===== config.mk =====
export PLATFORM = sky130hd
export DESIGN_NAME = converter_frame_ctrl
export DESIGN_NICKNAME = d
export VERILOG_FILES = /design/src/rtl/converter_pkg.sv /design/src/rtl/converter_sync_tracker.sv /design/src/rtl/converter_frame_ctrl.sv
export SDC_FILE = /design/constraint.sdc
export NUM_CORES = 1
export LEC_CHECK = 0
export CORE_MARGIN = 10
export CORE_UTILIZATION = 44
export DETAILED_ROUTE_END_ITERATION = 10
export GPL_ROUTABILITY_DRIVEN = 0
export GPL_TIMING_DRIVEN = 0
export PLACE_DENSITY = 0.83
export SETUP_SLACK_MARGIN = 0.05
export SLEW_MARGIN = 20
export SYNTH_ARGS = -nofsm -noshare
export SYNTH_HDL_FRONTEND = slang
export SYNTH_SLANG_ARGS = --single-unit

===== constraint.sdc =====
create_clock -name c4 -period 2.1 [get_ports c4]
set_clock_uncertainty 0.2 [all_clocks]
set_input_delay 0.42 -clock c4 [delete_from_list [all_inputs] [get_ports c4]]
set_output_delay 0.42 -clock c4 [all_outputs]
set_load 0.005 [all_outputs]

===== src/rtl/converter_pkg.sv =====
// Shared definitions for the TDM<->STM converter: sync state encoding,
// default frame geometry and a window decode helper.
package converter_pkg;

   typedef enum logic {
      HUNT   = 1'b0,
      LOCKED = 1'b1
   } sync_state_t;

   localparam int DEF_FRAME_LEN = 32;
   localparam int DEF_TX_OFS    = 1;
   localparam int DEF_TX_BITS   = 30;
   localparam int DEF_RX_OFS    = 2;
   localparam int DEF_RX_BITS   = 29;
   localparam int DEF_MISS_MAX  = 2;

   // True when pos lies in the half-open range [ofs, ofs+bits).
   function automatic logic in_window(input logic [31:0] pos, input int ofs, input int bits);
      return (pos >= 32'(ofs)) && (pos < 32'(ofs + bits));
   endfunction

endpackage


===== src/rtl/converter_sync_tracker.sv =====
// Frame sync tracker: detects f0 falling edges, hunts/locks to the frame,
// keeps the in-frame bit position and flags early pulses and sync loss.
module converter_sync_tracker
   import converter_pkg::*;
#(
   parameter int FRAME_LEN = DEF_FRAME_LEN,
   parameter int MISS_MAX  = DEF_MISS_MAX
) (
   input  logic                         c4,
   input  logic                         reset_rg,
   input  logic                         f0,
   output logic                         active,
   output logic [$clog2(FRAME_LEN)-1:0] bit_cnt,
   output logic                         locked,
   output logic                         frame_err
);

   localparam int CW = $clog2(FRAME_LEN);
   localparam int MW = $clog2(MISS_MAX + 1);
   localparam logic [CW-1:0] LAST     = CW'(FRAME_LEN - 1);
   localparam logic [MW-1:0] MISS_TOP = MW'(MISS_MAX - 1);

   sync_state_t   state, state_nxt;
   logic [CW-1:0] cnt_q, cnt_nxt;
   logic [MW-1:0] miss_q, miss_nxt;
   logic          f0_q;
   logic          fall;

   assign fall   = f0_q & ~f0;
   assign locked = (state == LOCKED);

   always_ff @(posedge c4) begin
      if (reset_rg) begin
         state  <= HUNT;
         cnt_q  <= '0;
         miss_q <= '0;
         f0_q   <= 1'b1;
      end else begin
         state  <= state_nxt;
         cnt_q  <= cnt_nxt;
         miss_q <= miss_nxt;
         f0_q   <= f0;
      end
   end

   // A fall shows as position 0 in the very cycle it is seen, so the
   // registered count always holds the position of the following cycle's
   // frame unless a new fall overrides it.
   always_comb begin
      state_nxt = state;
      cnt_nxt   = cnt_q;
      miss_nxt  = miss_q;
      bit_cnt   = cnt_q;
      active    = 1'b0;
      frame_err = 1'b0;
      case (state)
         HUNT: begin
            cnt_nxt  = '0;
            miss_nxt = '0;
            if (fall) begin
               state_nxt = LOCKED;
               active    = 1'b1;
               bit_cnt   = '0;
               cnt_nxt   = CW'(1);
            end
         end
         LOCKED: begin
            active  = 1'b1;
            cnt_nxt = (cnt_q == LAST) ? '0 : cnt_q + CW'(1);
            if (fall) begin
               bit_cnt   = '0;
               cnt_nxt   = CW'(1);
               miss_nxt  = '0;
               frame_err = (cnt_q != '0);
            end else if (cnt_q == '0) begin
               // Expected frame start passed with no pulse.
               if (miss_q == MISS_TOP) begin
                  state_nxt = HUNT;
                  active    = 1'b0;
                  frame_err = 1'b1;
                  cnt_nxt   = '0;
                  miss_nxt  = '0;
               end else begin
                  miss_nxt = miss_q + MW'(1);
               end
            end
         end
         default: begin
            state_nxt = HUNT;
            cnt_nxt   = '0;
            miss_nxt  = '0;
         end
      endcase
   end

endmodule


===== src/rtl/converter_frame_ctrl.sv =====
// Frame scheduler top: decodes tx/rx strobes from the sync tracker's bit
// position and runs the cpu_int handshake toward the STM.
module converter_frame_ctrl
   import converter_pkg::*;
#(
   parameter int FRAME_LEN = DEF_FRAME_LEN,
   parameter int TX_OFS    = DEF_TX_OFS,
   parameter int TX_BITS   = DEF_TX_BITS,
   parameter int RX_OFS    = DEF_RX_OFS,
   parameter int RX_BITS   = DEF_RX_BITS,
   parameter int MISS_MAX  = DEF_MISS_MAX
) (
   input  logic                         c4,
   input  logic                         reset_rg,
   input  logic                         f0,
   input  logic                         tx_valid,
   input  logic                         int_ack,
   output logic                         tx_load,
   output logic                         tx_shift_en,
   output logic                         rx_shift_en,
   output logic                         rx_latch,
   output logic                         cpu_int,
   output logic                         locked,
   output logic [$clog2(FRAME_LEN)-1:0] bit_cnt,
   output logic                         frame_err,
   output logic                         tx_underrun,
   output logic                         rx_overrun
);

   localparam logic [31:0] RX_END  = 32'(RX_OFS + RX_BITS);
   localparam logic [31:0] RX_LAST = 32'(RX_OFS + RX_BITS - 1);

   logic        active;
   logic [31:0] pos;
   logic        rx_done;

   converter_sync_tracker #(
      .FRAME_LEN (FRAME_LEN),
      .MISS_MAX  (MISS_MAX)
   ) u_sync (
      .c4        (c4),
      .reset_rg  (reset_rg),
      .f0        (f0),
      .active    (active),
      .bit_cnt   (bit_cnt),
      .locked    (locked),
      .frame_err (frame_err)
   );

   assign pos = 32'(bit_cnt);

   always_comb begin
      tx_load     = active && (pos == 32'd0);
      tx_shift_en = active && in_window(pos, TX_OFS, TX_BITS);
      rx_shift_en = active && in_window(pos, RX_OFS, RX_BITS);
      rx_latch    = active && (pos == RX_END) && rx_done;
      tx_underrun = tx_load && !tx_valid;
      rx_overrun  = rx_latch && cpu_int && !int_ack;
   end

   // rx_done marks that the last rx bit of the current frame was shifted;
   // any new frame start (including an early one) discards it.
   always_ff @(posedge c4) begin
      if (reset_rg) begin
         rx_done <= 1'b0;
      end else if (!active || tx_load || rx_latch) begin
         rx_done <= 1'b0;
      end else if (rx_shift_en && (pos == RX_LAST)) begin
         rx_done <= 1'b1;
      end
   end

   // A latch wins over a coincident acknowledge so the new frame is not lost.
   always_ff @(posedge c4) begin
      if (reset_rg) begin
         cpu_int <= 1'b0;
      end else if (rx_latch) begin
         cpu_int <= 1'b1;
      end else if (int_ack) begin
         cpu_int <= 1'b0;
      end
   end

endmodule

==> impl_metrics.json <==
{
  "ys_types": 34,
  "grt_pass1_vias": 748,
  "power_frac_seq_pct": 46.5,
  "clockBufferDepth": 2,
  "netlist.area_leader.share_pct": 34.8,
  "holdPathStages": 1,
  "setup_slack_ns": -0.349,
  "cts_root_buffer": "clkbuf_4",
  "violations": "setup timing",
  "h-tree-depth": 1,
  "use_met2_pct": 22.2,
  "met1_usage_pct": 12.5,
  "dp_hpwl_um": 1260,
  "fmax_mhz": 408,
  "place_area_sq_um": 838,
  "setup_viol": 6,
  "antenna_found_initial": 0,
  "die_area_sq_um": 3360,
  "whs_endpoint": "u_sync.miss_q[1]$_SDFFE_PP0P_",
  "syn_nets": 76,
  "rsz0062_at_grt": "yes",
  "placementRows": 13,
  "slew_headroom_pct": 77.5,
  "pwr-share-clk_pct": 30.2,
  "finish.instance_area_sq_um": 1090,
  "regArea_sq_um": 228,
  "arrival_ns": 1.83,
  "synth_most_common_cell": "dfxtp_1",
  "synth_area_leaders": "dfxtp_1 (35%), ha_1 (5.9%), nor4_2 (4.0%)",
  "initial_utilization_pct": 47.5,
  "cts_sinks": 11,
  "p_leak_nw": 0.513,
  "p_sw_uw": 131,
  "fillerInstances": 77,
  "critPathCaptureType": "output port",
  "slowest_delay_ns": 0.47,
  "clk_pin_slew_ns": 0.07,
  "yosys-top-cells-count": "dfxtp_1 (11), nor2_1 (5), nand2_1 (4)",
  "reg2regPathDepth": 9,
  "netlist_instances": 68,
  "ios": 19,
  "crit_required_ns": 1.48,
  "fin_crit_ns": 2.45,
  "crit_slowest_cell": "or4_4",
  "grt_first_pass_wirelength_um": 3450,
  "switching_share_pct": 27.3,
  "holdCritStartpoint": "u_sync.miss_q[1]$_SDFFE_PP0P_",
  "antennaDiodeCount": 0,
  "tritoncts": "built",
  "async_flop_share_pct": 0,
  "core_area_sq_um": 1330,
  "clk_latency_ns": 0.27,
  "synthesis.area_sq_um": 633,
  "route.vias.total": 713,
  "grt_use_met3_pct": 7.19,
  "dp_slack_ns": -0.782,
  "yosys_warnings": 0,
  "die_h_um": 57.9,
  "drtIter0Drc": 15,
  "grt-busiest-layer": "met2",
  "die_w_um": 57.9,
  "crit_chain": "inv_4 > ha_4 > nand3b_1 > or4_4 > buf_6 > nand2_2 > o211a_1 > buf_2",
  "grt_remaining_overflow": 0,
  "multiInputGateArea_sq_um": 468,
  "vias_per_cell": 5.66,
  "min_path_type": "register to register",
  "drc": 0,
  "cts_buffers": 3,
  "drt-wirelength-per-cell_um": 17.5,
  "totalWireLength_um": 2200,
  "r2r_end": "cpu_int$_SDFFE_PP0P_",
  "layout_worst_path_cycle_share_pct": 117,
  "setup-tns-final_ns": -1.58,
  "avgSynthCellArea_sq_um": 9.31,
  "synth_edf_count": 0,
  "synth_flop_cell": "dfxtp_1",
  "detail-route-antenna-nets": 0,
  "fin_nets": 120,
  "p_per_area_nw_per_um2": 441,
  "p_int_uw": 349,
  "area_delta_synth_final_pct": 71.7,
  "hold_violations": 0,
  "combPwrFrac_pct": 23.2,
  "rr_startpoint": "u_sync.cnt_q[0]$_SDFF_PP0_",
  "grt_use_total_pct": 13.0,
  "post_route_cells_drive_above_1_share_pct": 54.1,
  "drt_pass1_iterations": 4,
  "drv_slew": 0,
  "cp_max_fo": 3,
  "yosysSeqAreaShare_pct": 34.8,
  "fin_util_pct": 81.5,
  "r2r_setup_slack_ns": 0.17,
  "port_buffers": 18,
  "postCtsHoldBufs": 0,
  "cap_violations": 0,
  "synth-seq-cells": 11,
  "vdd_drop_max_mv": 0.504,
  "worstSetupPathType": "register to output port",
  "grt_max_degree": 11,
  "status": "complete, but fails checks",
  "synth_top_area_cell": "dfxtp_1",
  "tightest_slew_ns": 0.337,
  "cp-start-kind": "register"
}
[stage by stage]
stage | power (mW) | cells | hold slack (ns)
3_3_place_gp | 0.296 | 101 | 0.262
2_1_floorplan | 0.263 | 68 | 0.243
6_report | 0.480 | 126 | 0.299
4_1_cts | 0.465 | 123 | 0.291
5_1_grt | 0.504 | 126 | 0.305
3_5_place_dp | 0.299 | 101 | 0.276
[what timing repair did]
item | 4_1_cts | 5_1_grt
endpoints found under the setup margin | 12 | 8
pin swaps | 7 | 7
gates resized for setup | 52 | 10
buffers inserted | 18 | 4
[layer usage]
metal	part of all wire, %	wire (um)
met5	0	0
met4	3.6	80
met3	8.6	190
met2	48	1070
met1	39	861
[registers in the layout, summed over array words and instances (netlist names)]
name,cells
cpu_int,1
rx_done,1
u_sync.cnt_q,5
u_sync.f0_q,1
u_sync.locked,1
u_sync.miss_q,2
[worst max-delay path, delay by kind of cell, from the launching register on]
kind / cells / cell delay (ns)
simple gates: 3 / 0.63
flops: 1 / 0.36
buf+inv: 3 / 0.30
fa+ha+maj: 1 / 0.13
compound gates: 1 / 0.13
[worst max-delay path by stage]
stage                                    start          to  slack, ns  depth (start not counted)
floorplan           u_sync.cnt_q[1]$_SDFF_PP0_   frame_err       0.06                          6
global placement                            f0  rx_overrun      -0.77                          6
detailed placement                          f0  rx_overrun      -0.78                          6
CTS                 u_sync.cnt_q[0]$_SDFF_PP0_   frame_err      -0.42                          8
global route        u_sync.cnt_q[0]$_SDFF_PP0_   frame_err      -0.40                          8
finish              u_sync.cnt_q[0]$_SDFF_PP0_   frame_err      -0.35                          8
[final cells by class]
class                      count  area share [%]
timing repair buffer          39            27.8
sequential                    11            20.9
buffer                         3            2.76
clock buffer                   4            2.42
inverter                       3            1.27
tap                           15            1.73
multi-input combinational     51            43.0
[cell families after synthesis]
family | share of synthesized area, %
buffers and inverters | 6.52
DFF | 34.8
and+or+nand+nor | 40.9
AOI/OAI and AO/OA | 7.71
xor gates and xnor gates | 4.15
adders and majority gates | 5.93
[power groups by stage]
stage	clock, mW	sequential (mW)	combinational [mW]
6_report	0.145	0.223	0.111
5_1_grt	0.160	0.224	0.120
4_1_cts	0.148	0.221	0.0950
3_5_place_dp	0	0.226	0.0727
3_3_place_gp	0	0.225	0.0704
2_1_floorplan	0	0.224	0.0388
[placed cells by master, fill, tap and decap left out, types with 5 or more instances in the layout]
cell type         n
dlygate4sd2_1     5
buf_2             7
buf_6             5
buf_4            19
clkdlybuf4s50_1   5
dfxtp_1           7
Power figures use the tool's default switching activity.
